## config.mk

```make
export PLATFORM = sky130hd
export DESIGN_NAME = decode_stage
export DESIGN_NICKNAME = d
export VERILOG_FILES = /design/src/rtl/decode_stage.sv
export SDC_FILE = /design/constraint.sdc
export NUM_CORES = 1
export LEC_CHECK = 0
export CAP_MARGIN = 20
export CORE_ASPECT_RATIO = 1.2
export CORE_UTILIZATION = 56
export CTS_CLUSTER_SIZE = 24
export DETAILED_ROUTE_END_ITERATION = 8
export GPL_TIMING_DRIVEN = 0
export PLACE_DENSITY = 0.87
export REMOVE_ABC_BUFFERS = 1
export SETUP_SLACK_MARGIN = 0.05
export SLEW_MARGIN = 15
export SYNTH_ARGS = -nofsm -noshare
export SYNTH_HDL_FRONTEND = slang
export SYNTH_SLANG_ARGS = --single-unit
```

## constraint.sdc

```tcl
create_clock -name clk -period 2.9 [get_ports clk]
set_input_delay 0.58 -clock clk [delete_from_list [all_inputs] [get_ports clk]]
set_output_delay 0.58 -clock clk [all_outputs]
set_load 0.005 [all_outputs]
```

## src/rtl/decode_stage.sv

```systemverilog
// RV32I decode stage: combinational decode of the incoming word captured into a
// main/skid register pair so that in_ready is a pure register output.
module decode_stage #(
    parameter int XLEN      = 32,
    parameter int PC_W      = 32,
    parameter bit EN_SYSTEM = 1'b1
) (
    input  logic            clk,
    input  logic            rst,
    input  logic            flush,
    input  logic            in_valid,
    output logic            in_ready,
    input  logic [31:0]     in_instr,
    input  logic [PC_W-1:0] in_pc,
    output logic            out_valid,
    input  logic            out_ready,
    output logic [PC_W-1:0] out_pc,
    output logic [4:0]      out_rd,
    output logic [4:0]      out_rs1,
    output logic [4:0]      out_rs2,
    output logic [2:0]      out_funct3,
    output logic            out_funct7b5,
    output logic [XLEN-1:0] out_imm,
    output logic [10:0]     out_ctrl,
    output logic            out_illegal
);

    typedef struct packed {
        logic [PC_W-1:0] pc;
        logic [4:0]      rd;
        logic [4:0]      rs1;
        logic [4:0]      rs2;
        logic [2:0]      funct3;
        logic            funct7b5;
        logic [XLEN-1:0] imm;
        logic [10:0]     ctrl;
        logic            illegal;
    } bundle_t;

    typedef enum logic [1:0] {EMPTY, ONE, FULL} state_t;

    state_t  state, state_nx;
    bundle_t dec, m_q, s_q, m_nx;
    logic    load_m, load_s;
    logic    in_xfer, out_xfer;

    logic [6:0]  opcode;
    logic [9:0]  cls;
    logic [31:0] imm32;
    logic        bad, reg_write;

    // Handshake: a beat moves on a rising edge only when valid and ready are both
    // high; valid never waits on ready, and a held beat keeps its payload stable.
    assign in_xfer  = in_valid && in_ready;
    assign out_xfer = out_valid && out_ready;

    always_comb begin
        opcode = in_instr[6:0];
        cls    = '0;
        imm32  = '0;
        bad    = 1'b0;
        unique case (opcode)
            7'b0110011: cls[0] = 1'b1;
            7'b0010011: begin cls[1] = 1'b1; imm32 = {{20{in_instr[31]}}, in_instr[31:20]}; end
            7'b1100011: begin
                cls[2] = 1'b1;
                imm32  = {{20{in_instr[31]}}, in_instr[7], in_instr[30:25], in_instr[11:8], 1'b0};
            end
            7'b1101111: begin
                cls[3] = 1'b1;
                imm32  = {{12{in_instr[31]}}, in_instr[19:12], in_instr[20], in_instr[30:21], 1'b0};
            end
            7'b1100111: begin
                cls[4] = 1'b1;
                imm32  = {{20{in_instr[31]}}, in_instr[31:20]};
                bad    = (in_instr[14:12] != 3'b000);
            end
            7'b0110111: begin cls[5] = 1'b1; imm32 = {in_instr[31:12], 12'b0}; end
            7'b0010111: begin cls[6] = 1'b1; imm32 = {in_instr[31:12], 12'b0}; end
            7'b0000011: begin cls[7] = 1'b1; imm32 = {{20{in_instr[31]}}, in_instr[31:20]}; end
            7'b0100011: begin
                cls[8] = 1'b1;
                imm32  = {{20{in_instr[31]}}, in_instr[31:25], in_instr[11:7]};
            end
            7'b1110011: begin
                if (EN_SYSTEM) begin
                    cls[9] = 1'b1;
                    imm32  = {{20{in_instr[31]}}, in_instr[31:20]};
                end else begin
                    bad = 1'b1;
                end
            end
            default: bad = 1'b1;
        endcase
        if (in_instr[1:0] != 2'b11) bad = 1'b1;

        reg_write = (|(cls & 10'b00_1111_1011)) && (in_instr[11:7] != 5'd0);

        dec          = '0;
        dec.pc       = in_pc;
        dec.rd       = in_instr[11:7];
        dec.rs1      = in_instr[19:15];
        dec.rs2      = in_instr[24:20];
        dec.funct3   = in_instr[14:12];
        dec.funct7b5 = in_instr[30];
        dec.illegal  = bad;
        dec.ctrl     = bad ? 11'd0 : {reg_write, cls};
        dec.imm      = bad ? '0 : XLEN'($signed(imm32));
    end

    always_comb begin
        state_nx = state;
        load_m   = 1'b0;
        load_s   = 1'b0;
        m_nx     = dec;
        unique case (state)
            EMPTY: if (in_xfer) begin
                state_nx = ONE;
                load_m   = 1'b1;
            end
            ONE: begin
                if (in_xfer && out_xfer) begin
                    load_m = 1'b1;
                end else if (in_xfer) begin
                    state_nx = FULL;
                    load_s   = 1'b1;
                end else if (out_xfer) begin
                    state_nx = EMPTY;
                end
            end
            FULL: if (out_xfer) begin
                state_nx = ONE;
                load_m   = 1'b1;
                m_nx     = s_q;
            end
            default: state_nx = EMPTY;
        endcase
        // A redirect wins over any same-cycle movement, including a new input.
        if (flush) begin
            state_nx = EMPTY;
            load_m   = 1'b0;
            load_s   = 1'b0;
        end
    end

    always_ff @(posedge clk) begin
        if (rst) begin
            state    <= EMPTY;
            in_ready <= 1'b1;
            m_q      <= '0;
            s_q      <= '0;
        end else begin
            state    <= state_nx;
            in_ready <= (state_nx != FULL);
            if (load_m) m_q <= m_nx;
            if (load_s) s_q <= dec;
        end
    end

    assign out_valid    = (state != EMPTY);
    assign out_pc       = m_q.pc;
    assign out_rd       = m_q.rd;
    assign out_rs1      = m_q.rs1;
    assign out_rs2      = m_q.rs2;
    assign out_funct3   = m_q.funct3;
    assign out_funct7b5 = m_q.funct7b5;
    assign out_imm      = m_q.imm;
    assign out_ctrl     = m_q.ctrl;
    assign out_illegal  = m_q.illegal;

endmodule

```

==> metrics.txt, run 1 <==
DP Wirelength 13890 um; Residual DRC 0; actual slew at the worst max-slew pin 1.001 ns; worst vdd ir 0.0004103 V; core region area 0.01459 mm2; global placer's final weighted congestion 0.8286; top cells by area, synth dfxtp_1 (46%), nand2_1 (11%), a21oi_1 (6.1%); Tot Pwr 5.893 mW; Clock Latency Late Sink 0.43 ns; Mapped Cells 1061; Syn Area/Cell 7.986 um2; IO Pins 166; dominant cell type by area after synthesis dfxtp_1; CTS hold repair buffers 0; Syn. warnings 0; ys async rst share 0%; Lkg Pwr 3.795 nW; reg2reg setup slack 0.44 ns; initial drt markers 893; first-pass GRT wire length 37070 um; CP endpoint kind flip-flop; Setup WS pre-CTS -1.220 ns; number of flops mapped to enable cells by yosys 0; Chip Height 136.7 um; Fillers 1068; initial antenna violation count 0; nets 1241; PortBufs 165; Routed Antenna Nets 0; all-layer global routing usage 30.11%; max cap viols 0; Period minus WS final 2.840 ns; Synth Flop Type dfxtp_1; Worst Hold Class reg2reg; max-slew violations 0; drt pass-1 iters 5; Worst EP required 3.25 ns; number of clock sinks 193; Worst Skew 0.004806 ns; Hold Vio Cnt, Final 0; Initial Util 58.06%; Max stage delay on crit path 0.75 ns; TritonCTS clock tree yes; vias in the first global route 7457; clk buf depth 2; FP Rows 48; CP cell instances clkdlybuf4s50_1 > and4bb_4 > o21ai_1 > a21boi_2 > buf_6 > o211ai_1 > a21oi_1; via count 8323; Routed WL 24090 um; Startpoint Class input pin; max frequency 0.3521 GHz; Arr. time, crit path 3.19 ns; die width 114.3 um; TritonCTS buffer count 17; GRT overflow 0; delay-heaviest family, CP compound AO/OA/AOI/OAI gates; critical path's slowest cell clkdlybuf4s50_1; DR top layer met4; synth-to-layout area growth 28.50%; met2 wire len 11940 um; Slew HR 33.25%; fin worst setup slack 0.05996 ns; drt wl/cell 17.39 um; Root Buffer clkbuf_16; Max Fanout on Critical Path 13; status completed; CP bufs+invs 2; crit path kind in2reg; pin count of the biggest net entering global routing 128; Antenna Cells 0; area share of the largest cell type after synthesis 45.60%; number of vias per cell 6.009; PwrDens 541.3 mW/mm2; unrepaired setup endpoints after global routing true; library cells used by synthesis 61; period utilisation layout 97.93%; # setup viols final 0; #FFs+latches synth 193; H-tree Lvls 4; die area 0.01563 mm2; Reg clk slew, reported paths 0.07 ns; met1 wire length 9901 um; Synth Cell Area 0.008473 mm2; wire length on met3 1841 um; register area share after synthesis 45.60%; share of layout cells above drive strength 1 6.667%
cell families (layout without fill, tap and decap cells):
kind of cell	Yosys count	in the layout	synth area share, %
compound gates	267	268	22.17
xor+xnor	1	1	0.1034
buf+inv	102	222	5.759
flops	193	193	45.60
mux	2	2	0.2363
simple gates	496	499	26.14
cell usage after synthesis (4+ instances only):
| cell type | number |
|---|---|
| a211oi_1 | 18 |
| a221oi_1 | 6 |
| and2_1 | 17 |
| nand2_1 | 256 |
| nand4_1 | 8 |
| nand4bb_1 | 4 |
| buf_4 | 8 |
| nor3_1 | 14 |
| nor2_1 | 122 |
| dfxtp_1 | 193 |
| nand3_1 | 19 |
| o21ai_0 | 12 |
| o2111ai_1 | 4 |
| nor2b_1 | 4 |
| a21oi_1 | 103 |
| o211ai_1 | 22 |
| a32oi_1 | 9 |
| a22oi_1 | 7 |
| a311oi_1 | 57 |
| and3_1 | 25 |
| buf_6 | 4 |
| o22ai_1 | 11 |
| buf_2 | 36 |
| clkbuf_1 | 50 |
worst reg2reg max path: stages, from the launching register on:
cell and delay (ns):
dfxtp_1 0.60, nor2b_1 0.37, nand2_4 0.26, buf_16 0.31, a211oi_2 0.58, a22oi_1 0.16
nor2_1 0.11
stage by stage:
stage	area, um2	hold WS, ns	cells	setup TNS [ns]	utilization, %
floorplan	7996	0.4167	962	-269.72	-
global placement	9898	0.4280	1327	-894.87	67.82
detailed placement	10120	0.4405	1337	-75.89	69.35
CTS	10780	0.4485	1375	0	73.89
global route	10890	0.4600	1385	0	74.61
finish	10890	0.4498	1385	0	74.61
state kept, by name, indices dropped and copies added (netlist names):
| register | count |
|---|---|
| out_funct7b5 | 1 |
| out_illegal | 1 |
| out_rs2 | 5 |
| out_ctrl | 11 |
| out_funct3 | 3 |
| out_rd | 5 |
| out_pc | 32 |
| in_ready | 1 |
| s_q | 95 |
| state | 2 |
| out_imm | 32 |
| out_rs1 | 5 |
layout make-up:
| class | count | area (um2) | area share [%] |
|---|---|---|---|
| Clock buffer | 21 | 450.4 | 4.137 |
| Clock inverter | 11 | 153.9 | 1.413 |
| Inverter | 3 | 11.26 | 0.1034 |
| Multi-Input combinational cell | 770 | 4212 | 38.68 |
| Sequential cell | 193 | 3864 | 35.49 |
| Tap cell | 200 | 250.2 | 2.298 |
| Timing Repair Buffer | 187 | 1947 | 17.88 |
cell usage in the layout, fill, tap and decap left out, types with 3 or more instances in the layout:
cell / count
a22oi_1: 6
clkbuf_1: 3
and3_1: 25
dfxtp_1: 193
clkdlybuf4s50_1: 162
o2111ai_1: 4
nor2_1: 122
nand4bb_1: 4
nand3b_1: 3
buf_4: 10
o21ai_0: 12
buf_8: 6
inv_1: 3
o211ai_1: 22
clkbuf_16: 17
and2_1: 16
nor2b_1: 3
a221oi_1: 6
a21oi_1: 103
nand4_1: 8
nor3_1: 14
a32oi_1: 9
clkinv_4: 3
bufinv_16: 3
buf_12: 4
and3b_1: 3
o22ai_1: 11
nand3_1: 19
nand2_1: 254
a211oi_1: 18
a311oi_1: 57
routing by layer:
layer | GRT usage [%] | up-vias
li1 | - | 3963
met1 | 37.31 | 3943
met2 | 51.14 | 379
met3 | 6.687 | 38
met4 | 11.11 | 0
met5 | 0 | -
worst paths after layout:
check / end / from / cells past startpoint
max reg2reg: s_q[17] / state[0] / 6
max: s_q[37] / in_instr[3] / 7
min: s_q[39] / s_q[39] / 2
min reg2reg: s_q[39] / s_q[39] / 2
what timing repair did:
action	4_1_cts	5_1_grt
resized for setup	6	4
pin swaps	3	5
setup endpoints to repair	91	55
buffers inserted	3	8
cloned	3	1
power by group:
group          leakage (nW)  total [mW]  internal (mW)  switching [mW]
logic                  1.94       0.686          0.340           0.346
registers              1.57        2.78           2.74          0.0473
clock network         0.288        2.42           1.39            1.03
total                  3.79        5.89           4.47            1.43
No activity file was read; power rests on OpenSTA's default activity.
==> run 2: changes to the inputs <==
- CORE_UTILIZATION: 56 -> 60
- DONT_BUFFER_PORTS: default -> 1
- PLACE_DENSITY: 0.87 -> 0.77
==> metrics.txt, run 2 (same netlist as run 1, synthesis figures left out) <==
status completed; most common cell after layout, fill and taps aside nand2_1; Arr. time, crit path 2.99 ns (-0.20 ns); max reg flops 95 (unchanged); crit path kind reg2reg; TritonCTS buffer count 17 (unchanged); combinational share of power 5.6% (-6.0 points); initial drt markers 684 (-23%); share of layout cells above drive strength 1 6.548% (-0.12 points); Period minus WS final 2.658 ns (-0.1825 ns); Antenna Cells 0 (unchanged); commonest cells after routing, fill and taps aside nand2_1 (254), dfxtp_1 (193), nor2_1 (122); hold_ws 0.2131 ns (-0.2366 ns); max cap viols 0 (unchanged); Reg with most FFs s_q; Worst EP required 3.23 ns (-0.02 ns); FP Rows 47 (-2.1%); Fillers 1172 (+9.7%); DP Wirelength 12650 um (-8.9%); Max Fanout on Critical Path 63 (+50); Crit path depth 7 (unchanged); core region area 0.01382 mm2 (-5.3%); Critical R2R Capture out_ctrl[8]; drt wl/cell 18.10 um (+4.1%); Chip Height 132.2 um (-3.3%); GRT overflow 0 (unchanged); drt pass-1 iters 5 (unchanged); Worst Skew 0.009566 ns (+0.004760 ns); via count 7276 (-13%); global placer's final weighted congestion 0.8059 (-2.7%); H-tree Lvls 4 (unchanged); CP endpoint out_ctrl[8]; Slew HR 22.82% (-10 points); Initial Util 61.31% (+3.3 points); net switching power 1.273 mW (-11%); CP cell instances and3b_4 > a22o_4 > buf_12 > buf_16 > o311ai_0 > o21ai_0 > nor2_1; first-pass GRT wire length 33740 um (-9.0%); die area 0.01460 mm2 (-6.6%); PwrDens 617.8 mW/mm2 (+14%); synth-to-layout area growth 7.590%; CTS hold repair buffers 0 (unchanged); Power Internal 4.360 mW (-2.4%); Startpoint Class flip-flop; CP endpoint kind flip-flop; final instance area 0.009116 mm2 (-16%); Worst Hold Class in2reg; TritonCTS clock tree yes; # setup viols final 0 (unchanged); Clock Latency Late Sink 0.43 ns (about the same); Root Buffer clkbuf_16; sequential power share 49.8% (+2.6 points); TNS Setup 0 ns (unchanged); vias in the first global route 6548 (-12%); Reg clk slew, reported paths 0.07 ns (about the same); clk buf depth 2 (unchanged); initial antenna violation count 0 (unchanged); Routed Antenna Nets 0 (unchanged); Layout Cells excl Fill 1179 (-15%); CP bufs+invs 2 (unchanged); max-slew violations 0 (unchanged); Worst Reg-to-Reg Cells 7 (+1); PortBufs 0 (-100%); DP Area 0.008451 mm2 (-17%); delay-heaviest family, CP compound AO/OA/AOI/OAI gates; Routed WL 21340 um (-11%); Hold Vio Cnt, Final 0 (unchanged); unrepaired setup endpoints after global routing false; number of clock sinks 193 (unchanged); r2r startpoint state[1]; max frequency 0.3763 GHz (+6.9%); all-layer global routing usage 28.31% (-1.8 points); nets 1064 (-14%); worst setup path startpoint state[1]; Lkg Pwr 3.143 nW (-17%); Max stage delay on crit path 0.58 ns (-0.17 ns); die width 110.5 um (-3.3%); Sw Share 22.60% (-1.6 points); pin count of the biggest net entering global routing 187 (+46%); period utilisation layout 91.64% (-6.3 points); critical path's slowest cell dfxtp_1; Residual DRC 0 (unchanged); number of vias per cell 6.171 (+2.7%); worst vdd ir 0.0004656 V (+13%); hold_sp flush; placed cells 1144 (-14%); IO Pins 166 (unchanged); Clock Power Share 44.6% (+3.5 points); actual slew at the worst max-slew pin 1.158 ns (+0.1564 ns); reg2reg setup slack 0.24 ns (-0.20 ns); Tot Pwr 5.632 mW (-4.4%)
## run 2: cell types whose count changed in the layout (fill, tap and decap cells not counted), sizes merged
cell	previous run	this run
a22o	2	1
and3b	4	3
and4bb	3	2
buf	23	13
bufinv	3	4
clkbuf	22	20
clkdlybuf4s50	162	0
clkinvlp	2	1
dlygate4sd2	1	0
inv	5	6
## run 2: worst min-delay path by stage
stage	slack, ns	endpoint	cells past startpoint
floorplan	0.42	s_q[23]	2
global placement	0.43	s_q[38]	2
detailed placement	0.43	s_q[40]	2
CTS	0.20	state[0]	1
global route	0.20	state[0]	1
finish	0.21	state[0]	1
## run 2: final cells by class
class	instances	area, um2	share of cell area, %
inverter	3	11.26	0.1235
tap	171	214.0	2.347
multi-input combinational	767	4169	45.73
timing repair buffer	13	224.0	2.457
sequential	193	3864	42.38
clock inverter	12	177.7	1.949
clock buffer	20	456.7	5.010
## run 2: timing repair
| action | in CTS | in global routing |
|---|---|---|
| gates resized for setup | 0 | 1 |
| pin swaps | 1 | 1 |
| hold endpoints to repair | 0 | 0 |
| setup buffers | 0 | 2 |
| gates cloned | 0 | 1 |
| endpoints found under the setup margin | 10 | 35 |
## run 2: power by group through the flow
stage               combinational (mW)  clock [mW]  sequential, mW
detailed placement               0.313           0            2.87
global placement                 0.309           0            2.87
global route                     0.357        2.66            2.81
floorplan                        0.250           0            2.85
finish                           0.316        2.51            2.81
CTS                              0.314        2.55            2.81
## run 2: layer usage
layer | track usage (%) | wire length (um) | vias to the layer above
met5 | 0 | 0 | -
met2 | 46.65 | 10320 | 224
met1 | 34.87 | 9021 | 3417
li1 | - | - | 3614
met3 | 8.782 | 1694 | 21
met4 | 10.15 | 301 | 0
## run 2: metrics by stage
| stage | setup WS [ns] | util [%] |
|---|---|---|
| 3_5_place_dp | -0.1232 | 61.15 |
| 6_report | 0.2425 | 65.97 |
| 3_3_place_gp | -6.965 | 59.41 |
| 2_1_floorplan | -3.511 | - |
| 4_1_cts | 0.06995 | 65.74 |
| 5_1_grt | 0.05022 | 65.97 |
==> run 3: changes to the inputs <==
- CORE_ASPECT_RATIO: 1.2 -> default
- GPL_ROUTABILITY_DRIVEN: default -> 0
==> metrics.txt, run 3 (same netlist as run 1, synthesis figures left out) <==
Worst Hold Class in2reg; TritonCTS clock tree yes; Residual DRC 0 (unchanged); CTS hold repair buffers 0 (unchanged); Clock Latency Late Sink 0.43 ns (about the same); Chip Height 120.8 um (-8.6%); Reg with most FFs s_q; Root Buffer clkbuf_16; GRT overflow 0 (unchanged); CP cell instances and3b_4 > buf_16 > a22o_4 > buf_16 > nor2_1 > a311oi_1; Max Fanout on Critical Path 77 (+22%); initial drt markers 634 (-7.3%); period utilisation layout 91.20% (-0.43 points); drt wl/cell 17.51 um (-3.3%); TritonCTS buffer count 17 (unchanged); commonest cells after routing, fill and taps aside nand2_1 (255), dfxtp_1 (193), nor2_1 (122); core region area 0.01383 mm2 (about the same); PwrDens 589.5 mW/mm2 (-4.6%); max frequency 0.3781 GHz (+0.48%); all-layer global routing usage 28.39% (+0.078 points); # setup viols final 0 (unchanged); crit path kind reg2reg; Startpoint Class flip-flop; fin util 65.17% (-0.80 points); Max stage delay on crit path 0.67 ns (+0.09 ns); CP endpoint kind flip-flop; DP Wirelength 12500 um (-1.2%); FP Rows 43 (-8.5%); Antenna Cells 0 (unchanged); die area 0.01460 mm2 (about the same); pin count of the biggest net entering global routing 187 (unchanged); Reg clk slew, reported paths 0.07 ns (about the same); nets 1062 (-0.19%); max reg flops 95 (unchanged); Hold EP out_pc[7]; Worst Skew 0.009546 ns (-0.00001916 ns); Critical R2R Capture out_pc[31]; most common cell after layout, fill and taps aside nand2_1; r2r startpoint state[0]; max cap viols 0 (unchanged); Setup WS pre-CTS -0.08679 ns (+0.03643 ns); share of layout cells above drive strength 1 6.262% (-0.29 points); drt pass-1 iters 6 (+1); PortBufs 0 (unchanged); Top cell by count, worst path buf_16; unrepaired setup endpoints after global routing false; synth-to-layout area growth 6.350%; number of clock sinks 193 (unchanged); Initial Util 61.28% (about the same); status completed; TNS Setup 0 ns (unchanged); worst vdd ir 0.0003549 V (-24%); max-slew violations 0 (unchanged); hold_sp rst; Lkg Pwr 3.069 nW (-2.3%); Slew HR 43.98% (+21 points); Routed WL 20770 um (-2.7%); critical path's slowest cell a22o_4; actual slew at the worst max-slew pin 0.8403 ns (-0.3174 ns); initial antenna violation count 0 (unchanged); Fillers 1209 (+3.2%); H-tree Lvls 4 (unchanged); Seq. cell area 0.003864 mm2 (unchanged); via count 7210 (-0.91%); IO Pins 166 (unchanged); Worst Reg-to-Reg Cells 6 (-1); reg2reg setup slack 0.26 ns (about the same); Routed Antenna Nets 0 (unchanged); fin worst setup slack 0.2551 ns (+0.01259 ns); clk buf depth 2 (unchanged); first-pass GRT wire length 33130 um (-1.8%); number of vias per cell 6.079 (-1.5%); Arr. time, crit path 2.97 ns (-0.02 ns); Hold Vio Cnt, Final 0 (unchanged); Multi-input gate area 0.004158 mm2 (-0.27%); worst setup path startpoint state[0]; Period minus WS final 2.645 ns (-0.01259 ns); vias in the first global route 6551 (+0.046%); die width 120.8 um (+9.4%); Worst EP required 3.22 ns (about the same); hold depth 1 (unchanged)
run 3: cell types whose count changed in the layout (fill, tap and decap cells not counted), sizes merged:
cell,before,now
clkbuf,20,22
and3b,3,2
clkinv,4,5
bufinv,4,0
inv,6,4
buf,13,12
clkinvlp,1,4
run 3: per-layer routing:
layer,part of all wire [%],vias to the layer above,global-route usage (%)
met2,47,235,45.04
met4,1.6,0,9.722
li1,-,3601,-
met1,43,3347,36.43
met5,0,-,0
met3,8.2,27,8.774
run 3: worst max path at each step:
stage                  endpoint  slack (ns)
finish               out_pc[31]        0.26
global route         out_pc[17]        0.06
CTS                     s_q[29]        0.23
detailed placement  out_imm[29]       -0.09
global placement    out_imm[23]       -7.10
floorplan           out_imm[11]       -3.51
run 3: final cells by class:
class | count | share of cell area [%]
Multi-Input combinational cell | 766 | 46.14
Clock inverter | 10 | 0.8748
Timing Repair Buffer | 12 | 2.222
Tap cell | 180 | 2.499
Inverter | 3 | 0.1250
Sequential cell | 193 | 42.88
Clock buffer | 22 | 5.262
run 3: where the power goes:
| part | internal (mW) | switching [mW] | leakage (nW) | total (mW) |
|---|---|---|---|---|
| Clock | 1.17 | 1.02 | 0.259 | 2.20 |
| Sequential | 2.74 | 0.0670 | 1.57 | 2.80 |
| Combinational | 0.123 | 0.187 | 1.24 | 0.310 |
| Total | 4.03 | 1.28 | 3.07 | 5.31 |
run 3: critical path, delay by kind of cell (launching register included):
family | cells | cell delay [ns]
compound gates | 2 | 0.96
buf+inv | 2 | 0.61
simple gates | 2 | 0.52
flops | 1 | 0.36
run 3: repair_timing:
action                                  4_1_cts  5_1_grt
pin swaps                                     1        0
buffers inserted                              1        0
endpoints found under the setup margin       11        8
resized for setup                             0        1
run 3: stage by stage:
step           instance area (um2)  cells  hold WS (ns)  total power [mW]
6_report                      9011   1186        0.2191             5.312
5_1_grt                       9011   1186        0.2082             5.505
4_1_cts                       8995   1185        0.2090             5.336
3_5_place_dp                  8434   1152        0.4338             3.174
3_3_place_gp                  8222   1142        0.4288             3.172
2_1_floorplan                 7996    962        0.4167             3.096
